File: config.mk
export PLATFORM = sky130hd
export DESIGN_NAME = cmd_sequencer
export DESIGN_NICKNAME = d
export VERILOG_FILES = /design/src/rtl/cmd_sequencer.sv
export SDC_FILE = /design/constraint.sdc
export NUM_CORES = 1
export LEC_CHECK = 0
export ABC_AREA = 1
export CELL_PAD_IN_SITES_DETAIL_PLACEMENT = 1
export CELL_PAD_IN_SITES_GLOBAL_PLACEMENT = 1
export CORE_MARGIN = 5
export CORE_UTILIZATION = 41
export CTS_CLUSTER_SIZE = 8
export DETAILED_ROUTE_END_ITERATION = 8
export PLACE_DENSITY_LB_ADDON = 0.1
export SYNTH_ARGS = -nofsm -noshare
export SYNTH_HDL_FRONTEND = slang
export SYNTH_SLANG_ARGS = --single-unit
File: constraint.sdc
create_clock -name clk -period 4.15 [get_ports clk]
set_input_delay 1.245 -clock clk [delete_from_list [all_inputs] [get_ports clk]]
set_output_delay 1.245 -clock clk [all_outputs]
set_load 0.01 [all_outputs]
File: src/rtl/cmd_sequencer.sv
// Host command sequencer: decodes single-byte UART commands, collects the
// 4-byte sample-count payload and queues one-byte ACK/NAK replies.
module cmd_sequencer #(
    parameter logic [7:0]  CONNECT_BYTE     = 8'd99,
    parameter logic [7:0]  START_BYTE       = 8'd115,
    parameter logic [7:0]  RESET_BYTE       = 8'd114,
    parameter logic [7:0]  SET_SAMPLES_BYTE = 8'd116,
    parameter logic [7:0]  ACK_BYTE         = 8'd107,
    parameter logic [7:0]  NAK_BYTE         = 8'd110,
    parameter logic [31:0] SAMPLES_DEFAULT  = 32'd1024,
    parameter logic [15:0] TIMEOUT_CYCLES   = 16'd50000,
    parameter logic [7:0]  RESET_CYCLES     = 8'd16
) (
    input  logic        clk,
    input  logic        rst,
    input  logic [7:0]  rx_data,
    input  logic        rx_valid,
    input  logic        tx_busy,
    input  logic        corr_busy,
    output logic [7:0]  tx_data,
    output logic        tx_req,
    output logic        start,
    output logic        sw_reset,
    output logic        connected,
    output logic [31:0] samples,
    output logic        samples_upd,
    output logic        overrun
);

    typedef enum logic [1:0] {
        IDLE,
        GET_SAMPLES,
        REPLY,
        RESET_HOLD
    } state_t;

    state_t      state;
    logic [31:0] shadow;
    logic [1:0]  byte_idx;
    logic [15:0] timeout_cnt;
    logic [7:0]  hold_cnt;
    logic [31:0] payload_word;

    // The value the shadow register will hold once the current byte is shifted in.
    assign payload_word = {shadow[23:0], rx_data};

    always_ff @(posedge clk or posedge rst) begin
        if (rst) begin
            state       <= IDLE;
            shadow      <= '0;
            byte_idx    <= '0;
            timeout_cnt <= '0;
            hold_cnt    <= '0;
            tx_data     <= '0;
            tx_req      <= 1'b0;
            start       <= 1'b0;
            sw_reset    <= 1'b0;
            connected   <= 1'b0;
            samples     <= SAMPLES_DEFAULT;
            samples_upd <= 1'b0;
            overrun     <= 1'b0;
        end else begin
            tx_req      <= 1'b0;
            start       <= 1'b0;
            samples_upd <= 1'b0;

            case (state)
                IDLE: begin
                    if (rx_valid) begin
                        if (rx_data == CONNECT_BYTE) begin
                            connected <= 1'b1;
                            tx_data   <= ACK_BYTE;
                            state     <= REPLY;
                        end else if (rx_data == START_BYTE) begin
                            if (connected && !corr_busy) begin
                                start   <= 1'b1;
                                tx_data <= ACK_BYTE;
                            end else begin
                                tx_data <= NAK_BYTE;
                            end
                            state <= REPLY;
                        end else if (rx_data == RESET_BYTE) begin
                            sw_reset <= 1'b1;
                            hold_cnt <= '0;
                            state    <= RESET_HOLD;
                        end else if (rx_data == SET_SAMPLES_BYTE) begin
                            if (connected && !corr_busy) begin
                                shadow      <= '0;
                                byte_idx    <= '0;
                                timeout_cnt <= '0;
                                state       <= GET_SAMPLES;
                            end else begin
                                tx_data <= NAK_BYTE;
                                state   <= REPLY;
                            end
                        end else begin
                            tx_data <= NAK_BYTE;
                            state   <= REPLY;
                        end
                    end
                end

                // Every byte here is payload, even if it matches a command code.
                GET_SAMPLES: begin
                    if (rx_valid) begin
                        shadow      <= payload_word;
                        byte_idx    <= byte_idx + 2'd1;
                        timeout_cnt <= '0;
                        if (byte_idx == 2'd3) begin
                            if (payload_word != 32'd0) begin
                                samples     <= payload_word;
                                samples_upd <= 1'b1;
                                tx_data     <= ACK_BYTE;
                            end else begin
                                tx_data <= NAK_BYTE;
                            end
                            state <= REPLY;
                        end
                    end else if (timeout_cnt == TIMEOUT_CYCLES - 16'd1) begin
                        tx_data <= NAK_BYTE;
                        state   <= REPLY;
                    end else begin
                        timeout_cnt <= timeout_cnt + 16'd1;
                    end
                end

                REPLY: begin
                    if (rx_valid) begin
                        overrun <= 1'b1;
                    end
                    if (!tx_busy) begin
                        tx_req <= 1'b1;
                        state  <= IDLE;
                    end
                end

                // The final-cycle clear of overrun deliberately wins over a late drop.
                RESET_HOLD: begin
                    if (rx_valid) begin
                        overrun <= 1'b1;
                    end
                    if (hold_cnt == RESET_CYCLES - 8'd1) begin
                        sw_reset    <= 1'b0;
                        connected   <= 1'b0;
                        samples     <= SAMPLES_DEFAULT;
                        samples_upd <= 1'b1;
                        overrun     <= 1'b0;
                        state       <= IDLE;
                    end else begin
                        hold_cnt <= hold_cnt + 8'd1;
                    end
                end

                default: state <= IDLE;
            endcase
        end
    end

endmodule

Yosys cells after proc, flatten, opt, wreduce, memory -nomap -nowiden:

Cells that the tools add are included.

* register bits after elaboration: 98
* input port bits: 13

* $add $sub $neg: 3
* eq/ne operators: 29
* mux-type cells: 84
* reductions and logical operators: 16

Operators with widths (count)
* 24-bit two-way mux: 7
* 16-bit two-way mux: 8
* 32-bit two-way mux: 4
* 8-bit two-way mux: 14
* 32-bit case mux with 2 select lines: 1
* 24-bit case mux with 2 select lines: 1
* 2-bit two-way mux: 18
* 8-bit by 7-bit equality test with 1-bit output (second input constant): 4
* 16-bit case mux with 2 select lines: 1
* 8-bit case mux with 2 select lines: 2
* 32-bit nonzero test: 1
* 2-bit != test (second input constant): 14
* 1-bit two-way mux: 20
* 6-bit AND reduction: 3
* 16-bit by 1-bit adder with 16-bit output (second input constant): 1
* 16-bit equality test (second input constant): 1
* 8-bit AND reduction: 2
* 5-bit AND reduction: 2
* 3-bit != test (second input constant): 3
* 8-bit by 1-bit adder with 8-bit output (second input constant): 1
* 8-bit by 4-bit equality test with 1-bit output (second input constant): 1
* 1-bit case mux with 2 select lines: 4
* 2-bit case mux with 4 select lines: 1
* 2-bit nonzero test: 4
* 11 further kinds: 14

Logic depth before layout (Yosys ltp):

* depth in word-level cells: 9
* mapped depth: 11
* mapped depth without buffers: 10

Worst setup path before layout:

OpenSTA, ideal clock, no wires.

* kind: input to register
* start: in rx_data[7]
* end: reg shadow[14]
* arrival: 2.243 ns
* path slack: 1.790 ns
* stages: 11
* buffers on the path: 1
* cells stage by stage: inv_1 > nand2_1 > nor2_4 > nand3_1 > nand2_1 > inv_1 > nor2_2 > nand2_4 > buf_6 > nand2_1 > nand2_1

* longest elaborated chain between the ends: 3
* elaborated cells between the ends (all ways): 9
* those cells by class: eq/ne: 8; reduce/logical: 1

RTL lines
* start: declaration: RTL line 16 `input logic [7:0] rx_data,`
* 8-bit by 7-bit equality test with 1-bit output (on tied branches)
* 2-bit != test (no line)
* 8-bit AND reduction (no line) (*)
* end signal: assignment: RTL line 106 `shadow <= payload_word;`
* end: declaration: RTL line 38 `logic [31:0] shadow;`

Mark *: on every way between the ends. The rest lies on a longest branch, timed or not.
A chain may end at the register's enable or synchronous reset.

Worst setup path in the final report:

* start: in rx_data[3]
* end: reg shadow[4]

Same word-level chain as after synthesis.

==> impl_metrics.sql <==
INSERT INTO impl_metrics (metric_group, metric, value, unit) VALUES
('status', 'status', 'finished, final reports clean', ''),
('routing', 'route.final.wire_length', '13.7', 'mm'),
('sta', 'timing.final.setup_violations', '0', ''),
('floorplan', 'die_height', '119', 'um'),
('clock_tree', 'clock-root-buffer', 'clkbuf_16', ''),
('synthesis', 'synthesis.yosys.warnings', '0', ''),
('sta', 'final-max-slew-violation-count', '0', ''),
('floorplan', 'dieArea', '14200', 'um^2'),
('power_and_ir_drop', 'power_leakage', '0.00289', 'uW'),
('cells_and_area', 'share_of_post_route_cells_with_drive_strength_above_1', '5.41', '%'),
('sta', 'timing.clock.skew', '5.00', 'ps'),
('clock_tree', 'max-clock-path-buffers', '2', ''),
('place', 'post-dp-hpwl', '9.85', 'mm'),
('synthesis', 'async_reset_ff_share', '100', '%'),
('floorplan', 'initial_core_utilization', '42.3', '%'),
('clock_tree', 'clock-sinks', '93', ''),
('routing', 'dr.pass1.iters', '4', ''),
('synthesis', 'synth_top_area_share', '47.1', '%'),
('setup_path', 'setup.worst_path.start_class', 'input pin', ''),
('grt', 'first_global_vias', '4663', ''),
('power_and_ir_drop', 'pwr_density_cell', '366', 'nW/um^2'),
('clock_tree', 'post_cts.resized_instances', '0', ''),
('synthesis', 'yosys-top-cells-count', '225 x nand2_1, 92 x dfrtp_1, 92 x nor2_1', ''),
('setup_path', 'setup_slack_of_the_worst_register_to_register_path', '1790', 'ps'),
('cells_and_area', 'utilization', '50.3', '%'),
('grt', 'grt_antenna_before_repair', '0', ''),
('clock_tree', 'cts.htree.levels', '3', ''),
('floorplan', 'placement_rows', '39', ''),
('place', 'place_congestion', '0.839', ''),
('setup_path', 'critPathMaxFanout', '27', ''),
('synthesis', 'synth_flop_cell', 'dfrtp_1', ''),
('cells_and_area', 'synthToLayoutAreaGrowth', '18.9', '%'),
('clock_tree', 'tritoncts_clock_tree', 'yes', ''),
('routing', 'detailedRoute.firstIterationViolations', '224', ''),
('sta', 'timing.slew.headroom', '55.4', '%'),
('floorplan', 'die-width', '119', 'um'),
('sta', 'worstMarginPinSlew', '668', 'ps'),
('setup_path', 'criticalPathCategory', 'input pin to flip-flop', ''),
('worst_hold_path', 'hold_path.startpoint', 'shadow[23]$_DFFE_PP0P_', ''),
('synthesis', 'yosys_register_bits', '93', ''),
('clock_tree', 'postCtsSetupBuffers', '0', ''),
('setup_path', 'r2r-start', 'state[1]$_DFFE_PP0P_', ''),
('setup_path', 'kind_of_capture_point_of_the_worst_setup_path', 'flip-flop', ''),
('synthesis', 'syn_inst', '671', ''),
('routing', 'post_detailed_route_drc_marker_count', '0', ''),
('sta', 'fmax', '338', 'MHz'),
('synthesis', 'post_synth_instance_area', '4890', 'um^2'),
('power_and_ir_drop', 'power.ir.vdd_worst', '0.156', 'mV'),
('sta', 'setup_slack', '1190', 'ps'),
('clock_tree', 'cts-hold-fix-buffers', '0', ''),
('synthesis', 'synth_seq_area_share', '47.6', '%'),
('routing', 'route.antenna.remaining_nets', '0', ''),
('synthesis', 'avgSynthCellArea', '7.28', 'um^2'),
('setup_path', 'r2r_cells', '8', ''),
('routing', 'route.vias.total', '4448', ''),
('routing', 'routed_via_density', '5.15', ''),
('worst_hold_path', 'hold_path_depth', '2', ''),
('routing', 'detail_route.wl_per_cell', '15.9', 'um'),
('cells_and_area', 'area.sequential', '2330', 'um^2'),
('clock_tree', 'cts_buffers', '9', ''),
('cells_and_area', 'antenna_cells_inserted', '0', ''),
('clock_tree', 'clk_pin_slew_worst_paths', '60', 'ps'),
('place', 'io_buffer_count', '56', ''),
('grt', 'global_route_wire_length_before_repair', '23.2', 'mm'),
('sta', 'layout_min_cycle_time', '2960', 'ps'),
('place', 'preCtsSetupSlack', '812', 'ps'),
('synthesis', 'yosysUniqueCellTypes', '32', ''),
('grt', 'grt_remaining_overflow', '0', ''),
('synthesis', 'netlist.top_cell.by_area', 'dfrtp_1', ''),
('floorplan', 'floorplan.core_area', '11600', 'um^2'),
('job', 'count_of_maximum_capacitance_violations', '0', '');
-- how the worst max path moves through the flow --
stage | start | end | slack [ps] | cells past startpoint
after CTS | rx_data[3] | shadow[14]$_DFFE_PP0P_ | 1190 | 10
after global routing | rx_data[3] | samples[22]$_DFFE_PP0P_ | 960 | 11
after global placement | rx_data[2] | shadow[19]$_DFFE_PP0P_ | 880 | 10
after detailed placement | rx_data[5] | timeout_cnt[10]$_DFFE_PP0P_ | 810 | 8
final | rx_data[3] | shadow[4]$_DFFE_PP0P_ | 1190 | 10
after floorplan | rst | byte_idx[0]$_DFFE_PP0P_ | 490 | 1
-- final cells by class --
| type | instances | share of cell area (%) |
|---|---|---|
| Clock buffer | 14 | 4.54 |
| Clock inverter | 1 | 0.517 |
| Inverter | 70 | 4.54 |
| Multi-Input combinational cell | 481 | 36.6 |
| Sequential cell | 93 | 40.1 |
| Tap cell | 143 | 3.08 |
| Timing Repair Buffer | 62 | 10.6 |
-- state kept, by name, indices dropped and copies added (netlist names) --
register / count
samples: 32
shadow: 24
timeout_cnt: 16
hold_cnt: 8
tx_data: 3
byte_idx: 2
state: 2
connected: 1
overrun: 1
samples_upd: 1
start: 1
sw_reset: 1
tx_req: 1
-- placed cells by master (no fill, tap or decap), types with 5 or more instances in the layout --
cell type        instances
nor3_1                   7
inv_2                    5
nand4_1                 13
clkdlybuf4s50_1         56
a21oi_1                  5
nand2_1                225
dfrtp_1                 92
nand3_1                 86
xor2_1                   5
inv_1                   63
buf_4                    5
nor2_1                  92
clkbuf_16                9
o21ai_0                 15
-- through the flow --
stage	power [uW]	area, um^2	hold slack (ps)	instances
6_report	2130	5810	476	864
5_1_grt	2230	5810	511	864
3_3_place_gp	1300	5520	458	849
2_1_floorplan	1220	4890	442	672
4_1_cts	2160	5810	479	864
3_5_place_dp	1320	5520	463	849
-- logic make-up after synthesis --
group                      Yosys count  share of synthesized area (%)
xor gates and xnor gates             5                          0.896
adders and majority gates            3                          0.768
DFF                                 93                           47.6
AOI/OAI and AO/OA                   25                           2.66
other                                1                         0.0767
and+or+nand+nor                    446                           39.1
buffers and inverters               98                           8.86
-- power by group --
group,leakage [uW],internal (uW),switching [uW]
logic,0.00150,98.0,228
registers,0.00124,938,30.6
clock network,0.000143,498,334
total,0.00289,1530,593
-- metal layers --
| metal | share of wire (%) | up-vias | track usage (%) |
|---|---|---|---|
| li1 | - | 2184 | - |
| met1 | 47 | 2205 | 26.4 |
| met2 | 50 | 44 | 34.2 |
| met3 | 2.6 | 15 | 2.56 |
| met4 | 1.2 | 0 | 5.79 |
| met5 | 0 | - | 0 |
-- worst max-delay path, cell delays in order --
cell and delay (ps):
clkdlybuf4s50_1 470, inv_1 130, nand2_1 100, nor2_1 210, nand3_2 200, o21ai_1 150
inv_2 230, nand2_4 330, nand2_1 110, nand2_1 70
No activity file was read; power rests on OpenSTA's default activity.
